==> src/rtl/tcp_packet_parser_if.sv <==
// Bus interfaces for the TCP receive path: IP packet input and byte-wide AXI-Stream.

interface ip_intf;
    localparam int unsigned DATA_W = 8;

    logic              ip_hdr_valid;
    logic              ip_hdr_ready;
    logic [15:0]       ip_length;
    logic [7:0]        ip_protocol;
    logic [31:0]       ip_source_ip;
    logic [31:0]       ip_dest_ip;
    logic [DATA_W-1:0] ip_payload_axis_tdata;
    logic              ip_payload_axis_tvalid;
    logic              ip_payload_axis_tready;
    logic              ip_payload_axis_tlast;
    logic              ip_payload_axis_tuser;

    modport MASTER (
        output ip_hdr_valid, ip_length, ip_protocol, ip_source_ip, ip_dest_ip,
               ip_payload_axis_tdata, ip_payload_axis_tvalid,
               ip_payload_axis_tlast, ip_payload_axis_tuser,
        input  ip_hdr_ready, ip_payload_axis_tready
    );

    modport SLAVE (
        input  ip_hdr_valid, ip_length, ip_protocol, ip_source_ip, ip_dest_ip,
               ip_payload_axis_tdata, ip_payload_axis_tvalid,
               ip_payload_axis_tlast, ip_payload_axis_tuser,
        output ip_hdr_ready, ip_payload_axis_tready
    );
endinterface

interface axis_intf;
    localparam int unsigned DATA_W = 8;

    logic [DATA_W-1:0] tdata;
    logic              tvalid;
    logic              tready;
    logic              tlast;
    logic              tuser;
    logic              tkeep;

    modport MASTER (output tdata, tvalid, tlast, tuser, tkeep, input tready);
    modport SLAVE  (input tdata, tvalid, tlast, tuser, tkeep, output tready);
endinterface

==> src/rtl/tcp_packet_parser.sv <==
// TCP receive parser: captures the 20-byte header, skips options, streams the payload
// and reports header fields with a checksum/length verdict.

module tcp_packet_parser (
    input  logic        i_clk,
    input  logic        i_rst_n,
    ip_intf.SLAVE       s_ip,
    axis_intf.MASTER    m_axis_data,
    output logic        o_hdr_valid,
    input  logic        i_hdr_ready,
    output logic [15:0] o_src_port,
    output logic [15:0] o_dst_port,
    output logic [31:0] o_seq_number,
    output logic [31:0] o_ack_number,
    output logic [7:0]  o_flags,
    output logic [15:0] o_window_size,
    output logic [31:0] o_src_ip,
    output logic [31:0] o_dst_ip,
    output logic [15:0] o_payload_len,
    output logic        o_checksum_ok,
    output logic        o_packet_done,
    output logic        o_drop
);

    localparam int unsigned CNT_W = 16;
    localparam int unsigned SUM_W = 32;
    localparam logic [7:0]       PROTO_TCP     = 8'd6;
    localparam logic [CNT_W-1:0] IP_HDR_LEN    = 16'd20;
    localparam logic [CNT_W-1:0] LAST_HDR_BYTE = 16'd19;
    localparam logic [3:0]       MIN_DATA_OFF  = 4'd5;

    typedef enum logic [2:0] {IDLE, HEADER, OPTIONS, DATA, DROP, STATUS} state_t;

    state_t           state_q, state_d;
    logic             hdr_ready_q;
    logic [CNT_W-1:0] byte_cnt_q;
    logic [CNT_W-1:0] tcp_len_q;
    logic [CNT_W-1:0] payload_len_q;
    logic [SUM_W-1:0] csum_q;
    logic [3:0]       data_off_q;
    logic             err_q;
    logic             ok_q;
    logic             done_q;
    logic             drop_q;

    logic             hdr_hs;
    logic             rdy_c;
    logic             beat;
    logic             trunc_c;
    logic             drop_c;
    logic [7:0]       in_byte;
    logic [15:0]      byte_word;
    logic [CNT_W-1:0] hdr_end;
    logic [SUM_W-1:0] csum_next;
    logic [SUM_W-1:0] pseudo_sum;
    logic [16:0]      fold1;
    logic [15:0]      fold2;
    logic             csum_good;
    logic             len_bad;
    logic             verdict_ok;

    assign in_byte = s_ip.ip_payload_axis_tdata;
    assign hdr_hs  = s_ip.ip_hdr_valid & hdr_ready_q;
    assign rdy_c   = (state_q == HEADER) || (state_q == OPTIONS) || (state_q == DROP) ||
                     ((state_q == DATA) && m_axis_data.tready);
    assign beat    = s_ip.ip_payload_axis_tvalid & rdy_c;

    // Even TCP offsets carry the high byte; a trailing odd byte is implicitly zero-padded.
    assign byte_word  = byte_cnt_q[0] ? {8'h00, in_byte} : {in_byte, 8'h00};
    assign csum_next  = csum_q + SUM_W'(byte_word);
    assign fold1      = 17'(csum_next[15:0]) + 17'(csum_next[31:16]);
    assign fold2      = fold1[15:0] + 16'(fold1[16]);
    assign csum_good  = (fold2 == 16'hFFFF);
    assign len_bad    = (byte_cnt_q + 16'd1) != tcp_len_q;
    assign verdict_ok = csum_good & ~len_bad & ~err_q & ~s_ip.ip_payload_axis_tuser;
    assign hdr_end    = CNT_W'({data_off_q, 2'b00}) - 16'd1;

    assign pseudo_sum = SUM_W'(s_ip.ip_source_ip[31:16]) + SUM_W'(s_ip.ip_source_ip[15:0]) +
                        SUM_W'(s_ip.ip_dest_ip[31:16])   + SUM_W'(s_ip.ip_dest_ip[15:0])   +
                        SUM_W'(PROTO_TCP) + SUM_W'(s_ip.ip_length - IP_HDR_LEN);

    assign s_ip.ip_hdr_ready           = hdr_ready_q;
    assign s_ip.ip_payload_axis_tready = rdy_c;
    assign m_axis_data.tkeep           = 1'b1;
    assign o_hdr_valid                 = (state_q == STATUS);
    assign o_payload_len               = payload_len_q;
    assign o_checksum_ok               = ok_q;
    assign o_packet_done               = done_q;
    assign o_drop                      = drop_q;

    // Next-state and DATA pass-through
    always_comb begin
        state_d            = state_q;
        trunc_c            = 1'b0;
        drop_c             = 1'b0;
        m_axis_data.tvalid = 1'b0;
        m_axis_data.tdata  = in_byte;
        m_axis_data.tlast  = 1'b0;
        m_axis_data.tuser  = 1'b0;
        case (state_q)
            IDLE: begin
                if (hdr_hs) begin
                    state_d = (s_ip.ip_protocol == PROTO_TCP) ? HEADER : DROP;
                end
            end
            HEADER: begin
                if (beat) begin
                    if (s_ip.ip_payload_axis_tlast) begin
                        if ((byte_cnt_q == LAST_HDR_BYTE) && (data_off_q >= MIN_DATA_OFF)) begin
                            state_d = STATUS;
                            trunc_c = (data_off_q != MIN_DATA_OFF);
                        end else begin
                            state_d = IDLE;
                            drop_c  = 1'b1;
                        end
                    end else if (byte_cnt_q == LAST_HDR_BYTE) begin
                        if (data_off_q < MIN_DATA_OFF) begin
                            state_d = DROP;
                        end else if (data_off_q > MIN_DATA_OFF) begin
                            state_d = OPTIONS;
                        end else begin
                            state_d = DATA;
                        end
                    end
                end
            end
            OPTIONS: begin
                if (beat) begin
                    if (s_ip.ip_payload_axis_tlast) begin
                        state_d = STATUS;
                        trunc_c = (byte_cnt_q != hdr_end);
                    end else if (byte_cnt_q == hdr_end) begin
                        state_d = DATA;
                    end
                end
            end
            DATA: begin
                m_axis_data.tvalid = s_ip.ip_payload_axis_tvalid;
                m_axis_data.tlast  = s_ip.ip_payload_axis_tlast;
                m_axis_data.tuser  = s_ip.ip_payload_axis_tlast & ~verdict_ok;
                if (beat && s_ip.ip_payload_axis_tlast) begin
                    state_d = STATUS;
                end
            end
            DROP: begin
                if (beat && s_ip.ip_payload_axis_tlast) begin
                    state_d = IDLE;
                    drop_c  = 1'b1;
                end
            end
            STATUS: begin
                if (i_hdr_ready) begin
                    state_d = IDLE;
                end
            end
            default: state_d = IDLE;
        endcase
    end

    always_ff @(posedge i_clk or negedge i_rst_n) begin
        if (!i_rst_n) begin
            state_q       <= IDLE;
            hdr_ready_q   <= 1'b0;
            byte_cnt_q    <= '0;
            tcp_len_q     <= '0;
            payload_len_q <= '0;
            csum_q        <= '0;
            data_off_q    <= '0;
            err_q         <= 1'b0;
            ok_q          <= 1'b0;
            done_q        <= 1'b0;
            drop_q        <= 1'b0;
            o_src_port    <= '0;
            o_dst_port    <= '0;
            o_seq_number  <= '0;
            o_ack_number  <= '0;
            o_flags       <= '0;
            o_window_size <= '0;
            o_src_ip      <= '0;
            o_dst_ip      <= '0;
        end else begin
            state_q     <= state_d;
            hdr_ready_q <= (state_d == IDLE);
            done_q      <= (state_q == STATUS) && i_hdr_ready;
            drop_q      <= drop_c;

            // New packet: pseudo-header seeds the checksum accumulator
            if (hdr_hs) begin
                o_src_ip      <= s_ip.ip_source_ip;
                o_dst_ip      <= s_ip.ip_dest_ip;
                tcp_len_q     <= s_ip.ip_length - IP_HDR_LEN;
                byte_cnt_q    <= '0;
                csum_q        <= pseudo_sum;
                err_q         <= 1'b0;
                payload_len_q <= '0;
                ok_q          <= 1'b0;
            end

            if (beat) begin
                byte_cnt_q <= byte_cnt_q + 16'd1;
                csum_q     <= csum_next;
                if (s_ip.ip_payload_axis_tuser) begin
                    err_q <= 1'b1;
                end
                if (state_q == DATA) begin
                    payload_len_q <= payload_len_q + 16'd1;
                end
                if (state_q == HEADER) begin
                    case (byte_cnt_q[4:0])
                        5'd0:  o_src_port[15:8]    <= in_byte;
                        5'd1:  o_src_port[7:0]     <= in_byte;
                        5'd2:  o_dst_port[15:8]    <= in_byte;
                        5'd3:  o_dst_port[7:0]     <= in_byte;
                        5'd4:  o_seq_number[31:24] <= in_byte;
                        5'd5:  o_seq_number[23:16] <= in_byte;
                        5'd6:  o_seq_number[15:8]  <= in_byte;
                        5'd7:  o_seq_number[7:0]   <= in_byte;
                        5'd8:  o_ack_number[31:24] <= in_byte;
                        5'd9:  o_ack_number[23:16] <= in_byte;
                        5'd10: o_ack_number[15:8]  <= in_byte;
                        5'd11: o_ack_number[7:0]   <= in_byte;
                        5'd12: data_off_q          <= in_byte[7:4];
                        5'd13: o_flags             <= in_byte;
                        5'd14: o_window_size[15:8] <= in_byte;
                        5'd15: o_window_size[7:0]  <= in_byte;
                        default: ;
                    endcase
                end
            end

            if ((state_d == STATUS) && (state_q != STATUS)) begin
                ok_q <= verdict_ok & ~trunc_c;
            end
        end
    end

endmodule

==> src/flat_wrapper.sv <==
// flat-port wrapper written by rule: the top's interface ports become plain ports
module tcp_packet_parser_flat 
  (i_clk, i_rst_n, o_hdr_valid, i_hdr_ready, o_src_port, o_dst_port, o_seq_number, o_ack_number, o_flags, o_window_size, o_src_ip, o_dst_ip, o_payload_len, o_checksum_ok, o_packet_done, o_drop, s_ip_ip_hdr_valid, s_ip_ip_length, s_ip_ip_protocol, s_ip_ip_source_ip, s_ip_ip_dest_ip, s_ip_ip_payload_axis_tdata, s_ip_ip_payload_axis_tvalid, s_ip_ip_payload_axis_tlast, s_ip_ip_payload_axis_tuser, s_ip_ip_hdr_ready, s_ip_ip_payload_axis_tready, m_axis_data_tdata, m_axis_data_tvalid, m_axis_data_tlast, m_axis_data_tuser, m_axis_data_tkeep, m_axis_data_tready);
  ip_intf s_ip_i ();
  axis_intf m_axis_data_i ();
  input  logic i_clk;
  input  logic i_rst_n;
  output logic o_hdr_valid;
  input  logic i_hdr_ready;
  output logic [15:0] o_src_port;
  output logic [15:0] o_dst_port;
  output logic [31:0] o_seq_number;
  output logic [31:0] o_ack_number;
  output logic [7:0] o_flags;
  output logic [15:0] o_window_size;
  output logic [31:0] o_src_ip;
  output logic [31:0] o_dst_ip;
  output logic [15:0] o_payload_len;
  output logic o_checksum_ok;
  output logic o_packet_done;
  output logic o_drop;
  input wire logic [$bits(s_ip_i.ip_hdr_valid)-1:0] s_ip_ip_hdr_valid;
  input wire logic [$bits(s_ip_i.ip_length)-1:0] s_ip_ip_length;
  input wire logic [$bits(s_ip_i.ip_protocol)-1:0] s_ip_ip_protocol;
  input wire logic [$bits(s_ip_i.ip_source_ip)-1:0] s_ip_ip_source_ip;
  input wire logic [$bits(s_ip_i.ip_dest_ip)-1:0] s_ip_ip_dest_ip;
  input wire logic [$bits(s_ip_i.ip_payload_axis_tdata)-1:0] s_ip_ip_payload_axis_tdata;
  input wire logic [$bits(s_ip_i.ip_payload_axis_tvalid)-1:0] s_ip_ip_payload_axis_tvalid;
  input wire logic [$bits(s_ip_i.ip_payload_axis_tlast)-1:0] s_ip_ip_payload_axis_tlast;
  input wire logic [$bits(s_ip_i.ip_payload_axis_tuser)-1:0] s_ip_ip_payload_axis_tuser;
  output wire logic [$bits(s_ip_i.ip_hdr_ready)-1:0] s_ip_ip_hdr_ready;
  output wire logic [$bits(s_ip_i.ip_payload_axis_tready)-1:0] s_ip_ip_payload_axis_tready;
  output wire logic [$bits(m_axis_data_i.tdata)-1:0] m_axis_data_tdata;
  output wire logic [$bits(m_axis_data_i.tvalid)-1:0] m_axis_data_tvalid;
  output wire logic [$bits(m_axis_data_i.tlast)-1:0] m_axis_data_tlast;
  output wire logic [$bits(m_axis_data_i.tuser)-1:0] m_axis_data_tuser;
  output wire logic [$bits(m_axis_data_i.tkeep)-1:0] m_axis_data_tkeep;
  input wire logic [$bits(m_axis_data_i.tready)-1:0] m_axis_data_tready;
  assign s_ip_i.ip_hdr_valid = s_ip_ip_hdr_valid;
  assign s_ip_i.ip_length = s_ip_ip_length;
  assign s_ip_i.ip_protocol = s_ip_ip_protocol;
  assign s_ip_i.ip_source_ip = s_ip_ip_source_ip;
  assign s_ip_i.ip_dest_ip = s_ip_ip_dest_ip;
  assign s_ip_i.ip_payload_axis_tdata = s_ip_ip_payload_axis_tdata;
  assign s_ip_i.ip_payload_axis_tvalid = s_ip_ip_payload_axis_tvalid;
  assign s_ip_i.ip_payload_axis_tlast = s_ip_ip_payload_axis_tlast;
  assign s_ip_i.ip_payload_axis_tuser = s_ip_ip_payload_axis_tuser;
  assign s_ip_ip_hdr_ready = s_ip_i.ip_hdr_ready;
  assign s_ip_ip_payload_axis_tready = s_ip_i.ip_payload_axis_tready;
  assign m_axis_data_tdata = m_axis_data_i.tdata;
  assign m_axis_data_tvalid = m_axis_data_i.tvalid;
  assign m_axis_data_tlast = m_axis_data_i.tlast;
  assign m_axis_data_tuser = m_axis_data_i.tuser;
  assign m_axis_data_tkeep = m_axis_data_i.tkeep;
  assign m_axis_data_i.tready = m_axis_data_tready;
  tcp_packet_parser u_core (.i_clk(i_clk), .i_rst_n(i_rst_n), .s_ip(s_ip_i), .m_axis_data(m_axis_data_i), .o_hdr_valid(o_hdr_valid), .i_hdr_ready(i_hdr_ready), .o_src_port(o_src_port), .o_dst_port(o_dst_port), .o_seq_number(o_seq_number), .o_ack_number(o_ack_number), .o_flags(o_flags), .o_window_size(o_window_size), .o_src_ip(o_src_ip), .o_dst_ip(o_dst_ip), .o_payload_len(o_payload_len), .o_checksum_ok(o_checksum_ok), .o_packet_done(o_packet_done), .o_drop(o_drop));
endmodule
==> config.mk <==
export PLATFORM = sky130hd
export DESIGN_NAME = tcp_packet_parser_flat
export DESIGN_NICKNAME = d
export VERILOG_FILES = /design/src/rtl/tcp_packet_parser_if.sv /design/src/rtl/tcp_packet_parser.sv /design/src/flat_wrapper.sv
export SDC_FILE = /design/constraint.sdc
export NUM_CORES = 1
export LEC_CHECK = 0
export ABC_AREA = 1
export CORE_UTILIZATION = 45
export CTS_CLUSTER_DIAMETER = 200
export CTS_CLUSTER_SIZE = 20
export DETAILED_ROUTE_END_ITERATION = 7
export GPL_ROUTABILITY_DRIVEN = 0
export PLACE_DENSITY = 0.78
export SLEW_MARGIN = 5
export SYNTH_ARGS = -nofsm -noshare
export SYNTH_HDL_FRONTEND = slang
export SYNTH_SLANG_ARGS = --single-unit
export TNS_END_PERCENT = 5
==> constraint.sdc <==
create_clock -name i_clk -period 13.3 [get_ports i_clk]
set_input_delay 2.66 -clock i_clk [delete_from_list [all_inputs] [get_ports i_clk]]
set_output_delay 2.66 -clock i_clk [all_outputs]
set_load 0.005 [all_outputs]
==> results of run 1 <==
-- flip-flops by register name, summed over array words and instances (netlist names), 32 cells and up --
signal / count
u_core.o_seq_number: 32
u_core.o_ack_number: 32
u_core.o_dst_ip: 32
u_core.o_src_ip: 32
u_core.csum_q: 32
-- cell families after synthesis --
kind of cell,synth area share (%)
AOI/OAI and AO/OA,11.89
xor gates and xnor gates,3.770
and+or+nand+nor,24.58
buffers and inverters,7.964
adders and majority gates,11.32
DFF,40.33
other,0.02190
muxes,0.1242
-- area by class of cell --
class	count	area, sq um	area share [%]
Clock inverter	1	30.03	0.1415
Multi-Input combinational cell	1549	8862	41.77
Antenna cell	1	2.502	0.01179
Clock buffer	17	425.4	2.005
Inverter	285	1070	5.042
Sequential cell	276	6907	32.55
Tap cell	511	639.4	3.013
Timing Repair Buffer	330	3283	15.47
-- per-stage QoR --
step	hold slack [ns]	cell area, sq um	setup WS (ns)
2_1_floorplan	0.4530	17130	2.985
3_3_place_gp	0.4628	20760	1.287
3_5_place_dp	0.4649	20760	0.9679
4_1_cts	0.4910	21220	0.9129
5_1_grt	0.5161	21220	0.2270
6_report	0.4865	21220	0.7643
-- where the power goes --
group / switching [W] / internal (W) / total, W
clock: 0.000289 / 0.000249 / 0.000538
combinational: 0.00154 / 0.00102 / 0.00256
sequential: 0.000184 / 0.00107 / 0.00126
-- Yosys cell counts (all sizes together), types with 9 or more instances --
master,number
nand2,641
inv,282
dfrtp,276
o21ai,210
nor2,158
ha,99
nand3,94
a21oi,74
clkbuf,53
xor2,48
fa,35
nand4,28
nor3,25
xnor2,24
o22ai,19
a31oi,18
buf,15
o211ai,11
o21bai,9
or2,9
-- worst max-delay path, delay by kind of cell --
| family | cells | cell delay (ns) |
|---|---|---|
| buf+inv | 5 | 1.39 |
| simple gates | 22 | 2.47 |
| fa+ha+maj | 5 | 1.24 |
| compound gates | 9 | 1.92 |
| xor+xnor | 1 | 0.20 |
-- final timing paths --
kind | startpoint | to | cells after the start
min | u_core.o_ack_number[15] | u_core.o_ack_number[15] | 2
min reg2reg | u_core.o_ack_number[15] | u_core.o_ack_number[15] | 2
max in group asynchronous | i_rst_n | u_core.data_off_q[1] | 3
min in group asynchronous | i_rst_n | u_core.o_src_port[5] | 1
max reg2reg | u_core.byte_cnt_q[0] | u_core.o_checksum_ok | 41
max | s_ip_ip_payload_axis_tdata[0] | m_axis_data_tuser | 42
-- placed cells by master, fill, tap and decap left out, types with 11 or more instances in the layout --
| cell type | instances |
|---|---|
| nor2_1 | 141 |
| nor3_1 | 24 |
| xnor2_1 | 24 |
| nor2_2 | 14 |
| ha_1 | 99 |
| xor2_1 | 46 |
| nand2_2 | 26 |
| nand3_1 | 84 |
| clkbuf_16 | 17 |
| nand2_1 | 609 |
| a31oi_1 | 18 |
| o21ai_0 | 203 |
| fa_1 | 35 |
| a21oi_1 | 70 |
| dfrtp_1 | 276 |
| o211ai_1 | 11 |
| inv_1 | 279 |
| nand4_1 | 26 |
| clkdlybuf4s50_1 | 319 |
| o22ai_1 | 19 |
-- per-layer routing --
layer	vias to the layer above	track usage, %	share of wire [%]
li1	7535	-	-
met1	7532	35.31	42
met2	858	44.12	45
met3	96	5.907	10
met4	0	8.183	3.1
met5	-	0	0
==> results.py, run 1 <==
metrics = {
    "synthesis": {
        "ys_warn_count": 0,
        "ys_ff_latch": 276,
        "async_flop_share_pct": 100.0,
        "ys_types": 63,
        "synth_cells": 2178,
        "synthTopCellsByArea": "dfrtp_1 40%, nand2_1 13%, ha_1 7.2%, inv_1 6.1%, o21ai_0 5.9%",
        "yosysSeqAreaShare_pct": 40.33,
        "synthesis.nets": 2416,
        "syn_area_per_cell_sq_um": 7.863,
        "synthFlopType": "dfrtp_1",
        "netlist.top_cell.by_area": "dfrtp_1",
        "synth_edf_count": 0,
        "synth_area_sq_um": 17130,
        "synth.top_cell.area_share_pct": 40.33,
    },
    "timing": {
        "tightestPinTransition_ns": 1.055,
        "slew_headroom_pct": 29.64,
        "fmax_mhz": 79.77,
        "min_period_ns": 12.54,
        "drv_slew": 0,
        "fin_skew_ns": 0.03371,
        "rsz0062_at_grt": "false",
        "final.setup.tns_ns": 0,
        "setup_viol": 0,
        "finalHoldViolCount": 0,
        "period_share_pct": 94.25,
    },
    "power": {
        "peakVddDrop_uv": 114.0,
        "power_w": 0.004359,
        "p_per_area_nw_per_um2": 205.4,
        "p_leak_nw": 10.26,
    },
    "cts": {
        "cts_root_buf": "clkbuf_16",
        "ctsHoldBuffers": 0,
        "htree_levels": 1,
        "cts_tree": "yes",
        "clk_pin_slew_ns": 0.08,
        "insertion_delay_ns": 0.52,
        "cts_made_buffers": 17,
        "ctsResizeCount": 0,
        "postCtsSetupBuffers": 0,
        "clock_sinks": 276,
        "clockBufferDepth": 3,
    },
    "setup_path": {
        "critical_path.max_stage_delay_ns": 0.57,
        "path_class": "input port to primary output",
        "cp-start-kind": "input port",
        "path_max_fanout": 6,
        "crit_slowest_cell": "clkdlybuf4s50_1",
        "cp.required_ns": 10.64,
        "cp-end-kind": "primary output",
        "cp.arrival_ns": 9.88,
        "timing.reg2reg.setup_slack_ns": 6.16,
    },
    "floorplan": {
        "die-area_sq_um": 38840,
        "initial_core_util_pct": 45.57,
        "die_y_um": 197.1,
        "die_x_um": 197.1,
        "io-pin-count": 322,
        "core_area_sq_um": 37580,
        "rows": 71,
    },
    "drt": {
        "drtAntennaViolNets": 0,
        "vias_per_cell": 5.394,
        "vias": 16020,
        "drtIter0Drc": 1277,
        "wl_per_cell_um": 17.64,
        "drc": 0,
        "first_pass_iters": 6,
        "wirelength_um": 52400,
    },
    "global_route": {
        "grt.overflow.total": 0,
        "antenna_found_initial": 1,
        "grt_pass1_vias": 15470,
        "grtUsageTotal_pct": 26.82,
        "grt_max_degree": 111,
        "grt_pass1_wl_um": 82460,
    },
    "outcome": {
        "status": "finished, final reports clean",
    },
    "finish": {
        "fin_nets": 2697,
        "n_fill_cell": 3390,
        "final_cells": 2970,
        "layout-drive-gt1-share_pct": 4.638,
        "fin_util_pct": 56.47,
        "syn2layout_area_growth_pct": 23.91,
    },
    "run": {
        "maxCapViolations": 0,
    },
    "place": {
        "port-buffer-count": 320,
        "dp_cells": 2951,
        "dpl.hpwl_um": 40600,
    },
    "hold_path": {
        "hold_path.class": "flip-flop to flip-flop",
    },
}
(Power assumes the default switching activity.)
==> inputs of run 2 (changes only) <==
Settings changed: CAP_MARGIN from default to 20, PLACE_DENSITY 0.78 to 0.8, TNS_END_PERCENT 5 to 100.
Clock period 13.3 ns to 11.5 ns, I/O delays scaled along.
==> run 2 against run 1 <==
  * Combinational power grew 17%
  * Non-clock buffer count grew 8
  * Setup slack lost 0.29 ns
  * Critical endpoint unchanged
  * Sequential share of layout area shrank 0.13 points
  * Critical path depth grew 2
  * Sequential power grew 15%
  * Largest power group unchanged
  * Core utilization grew 0.22 points
  * Cell count grew 0.27%
  * Critical path type unchanged
  * Clock power grew 16%
==> results.py, run 2 (synthesized netlist as in run 1, its figures left out) <==
metrics = {
    "outcome": {
        "status": "finished, final reports clean",
    },
    "timing": {
        "tightestPinTransition_ns": 0.9643,
        "fmax_mhz": 90.69,
        "slew_headroom_pct": 35.71,
        "drv_slew": 0,
        "period_share_pct": 95.89,
        "setup_viol": 0,
        "min_period_ns": 11.03,
        "final.setup.tns_ns": 0,
        "fin_skew_ns": 0.02192,
        "finalHoldViolCount": 0,
    },
    "drt": {
        "drc": 0,
        "vias": 16060,
        "drtAntennaViolNets": 0,
        "first_pass_iters": 6,
        "wirelength_um": 52670,
        "wl_per_cell_um": 17.69,
        "drtIter0Drc": 1164,
        "vias_per_cell": 5.393,
    },
    "setup_path": {
        "cp-start-kind": "input port",
        "cp.arrival_ns": 8.73,
        "cp_common_cell": "nand2_1",
        "critical_path.max_stage_delay_ns": 0.45,
        "crit_slowest_cell": "clkdlybuf4s50_1",
        "cp.required_ns": 9.20,
        "path_class": "input port to primary output",
        "cp-end-kind": "primary output",
        "path_max_fanout": 4,
    },
    "global_route": {
        "grt_max_degree": 99,
        "grt_pass1_wl_um": 82770,
        "grt_pass1_vias": 15790,
        "grt.overflow.total": 0,
        "grtUsageTotal_pct": 27.01,
        "antenna_found_initial": 0,
    },
    "power": {
        "p_per_area_nw_per_um2": 238.1,
        "comb_power_share_pct": 59.2,
        "pwr-share-clk_pct": 12.3,
        "switching_power_w": 0.002354,
        "swShare_pct": 46.39,
        "p_int_w": 0.002719,
        "seq_power_share_pct": 28.5,
        "p_leak_nw": 10.33,
        "peakVddDrop_uv": 172.2,
    },
    "finish": {
        "final_cell_area_sq_um": 21300,
        "n_fill_cell": 3312,
        "syn2layout_area_growth_pct": 24.40,
        "layout_common_cells": "609 x nand2_1, 318 x clkdlybuf4s50_1, 279 x inv_1",
        "layout_commonest_cell": "nand2_1",
        "multi_input_area_sq_um": 8877,
        "num_antenna_cells": 0,
        "fin_nets": 2705,
        "regArea_sq_um": 6907,
        "layout-drive-gt1-share_pct": 5.148,
    },
    "cts": {
        "cts_made_buffers": 17,
        "cts_root_buf": "clkbuf_16",
        "ctsHoldBuffers": 0,
        "htree_levels": 1,
        "clk_pin_slew_ns": 0.08,
        "cts_tree": "yes",
        "insertion_delay_ns": 0.53,
        "clock_sinks": 276,
        "clockBufferDepth": 3,
    },
    "place": {
        "dpl.hpwl_um": 41200,
        "port-buffer-count": 320,
        "postPlaceCellArea_sq_um": 20820,
    },
    "hold_path": {
        "hold_path.class": "flip-flop to flip-flop",
    },
    "run": {
        "maxCapViolations": 0,
    },
    "floorplan": {
        "io-pin-count": 322,
        "initial_core_util_pct": 45.57,
        "die_x_um": 197.1,
        "rows": 71,
        "die_y_um": 197.1,
        "core_area_sq_um": 37580,
        "die-area_sq_um": 38840,
    },
}
run 2: cell types whose count changed in the layout (fill, tap and decap cells not counted):
cell,delta
inv_6,+1
dlymetal6s2s_1,+1
clkdlybuf4s50_1,-1
a21oi_2,+2
a21oi_1,-2
nor3_2,+1
nor2_1,-1
nor3_1,-1
buf_4,+8
nor2_2,+1
diode_2,-1
run 2: path summary, 6_finish.rpt:
check                                         startpoint                 endpoint  slack [ns]  cells after the start
hold reg to reg                   u_core.o_seq_number[3]   u_core.o_seq_number[3]        0.49                      2
min in group asynchronous                        i_rst_n     u_core.o_src_port[1]        1.69                      1
setup reg to reg                    u_core.byte_cnt_q[0]     u_core.o_checksum_ok        4.92                     43
hold / removal                    u_core.o_seq_number[3]   u_core.o_seq_number[3]        0.49                      2
setup / recovery           s_ip_ip_payload_axis_tdata[0]        m_axis_data_tuser        0.47                     44
max in group asynchronous                        i_rst_n  u_core.o_seq_number[13]        7.56                      3
run 2: metal layers:
metal / vias up / share of wire [%] / GRT usage [%]
met1: 7544 / 41 / 34.36
met3: 122 / 10 / 6.181
met5: - / 0 / 0
li1: 7556 / - / -
met2: 838 / 45 / 44.21
met4: 0 / 4.3 / 11.37
run 2: through the flow:
stage | worst slack [ns] | power, W | std cells | hold WS, ns | utilization (%)
6_report | 0.4730 | 0.005073 | 2978 | 0.4882 | 56.69
5_1_grt | -0.0003038 | 0.005419 | 2978 | 0.5043 | 56.69
4_1_cts | 0.2194 | 0.005018 | 2978 | 0.4920 | 56.65
3_5_place_dp | 0.2625 | 0.004372 | 2959 | 0.4676 | 55.42
3_3_place_gp | 0.3612 | 0.004275 | 2959 | 0.4635 | 55.42
2_1_floorplan | 1.905 | 0.003239 | 2178 | 0.4530 | -
run 2: power by group through the flow:
stage	Combinational, W	Clock, W	Sequential (W)
CTS	0.00294	0.000634	0.00144
detailed placement	0.00292	0	0.00145
global placement	0.00283	0	0.00144
global route	0.00328	0.000666	0.00147
finish	0.00300	0.000624	0.00145
floorplan	0.00182	0	0.00142
run 2: timing repair:
item	4_1_cts	5_1_grt
resized for setup	0	4
endpoints found under the setup margin	0	1
buffers inserted	0	0
run 2: final cells by class:
| class | instances | area share [%] |
|---|---|---|
| clock inverters | 2 | 0.1821 |
| repair buffers | 338 | 15.71 |
| well taps | 511 | 3.001 |
| clock buffers | 17 | 1.997 |
| inverters | 285 | 5.022 |
| flip-flops and latches | 276 | 32.42 |
| multi-input cells | 1549 | 41.67 |
run 2: worst max-delay path: cells and delay by family:
kind,cells,cell delay [ns]
compound gates,8,1.30
xor+xnor,1,0.22
fa+ha+maj,6,1.75
buf+inv,4,0.82
simple gates,25,2.35
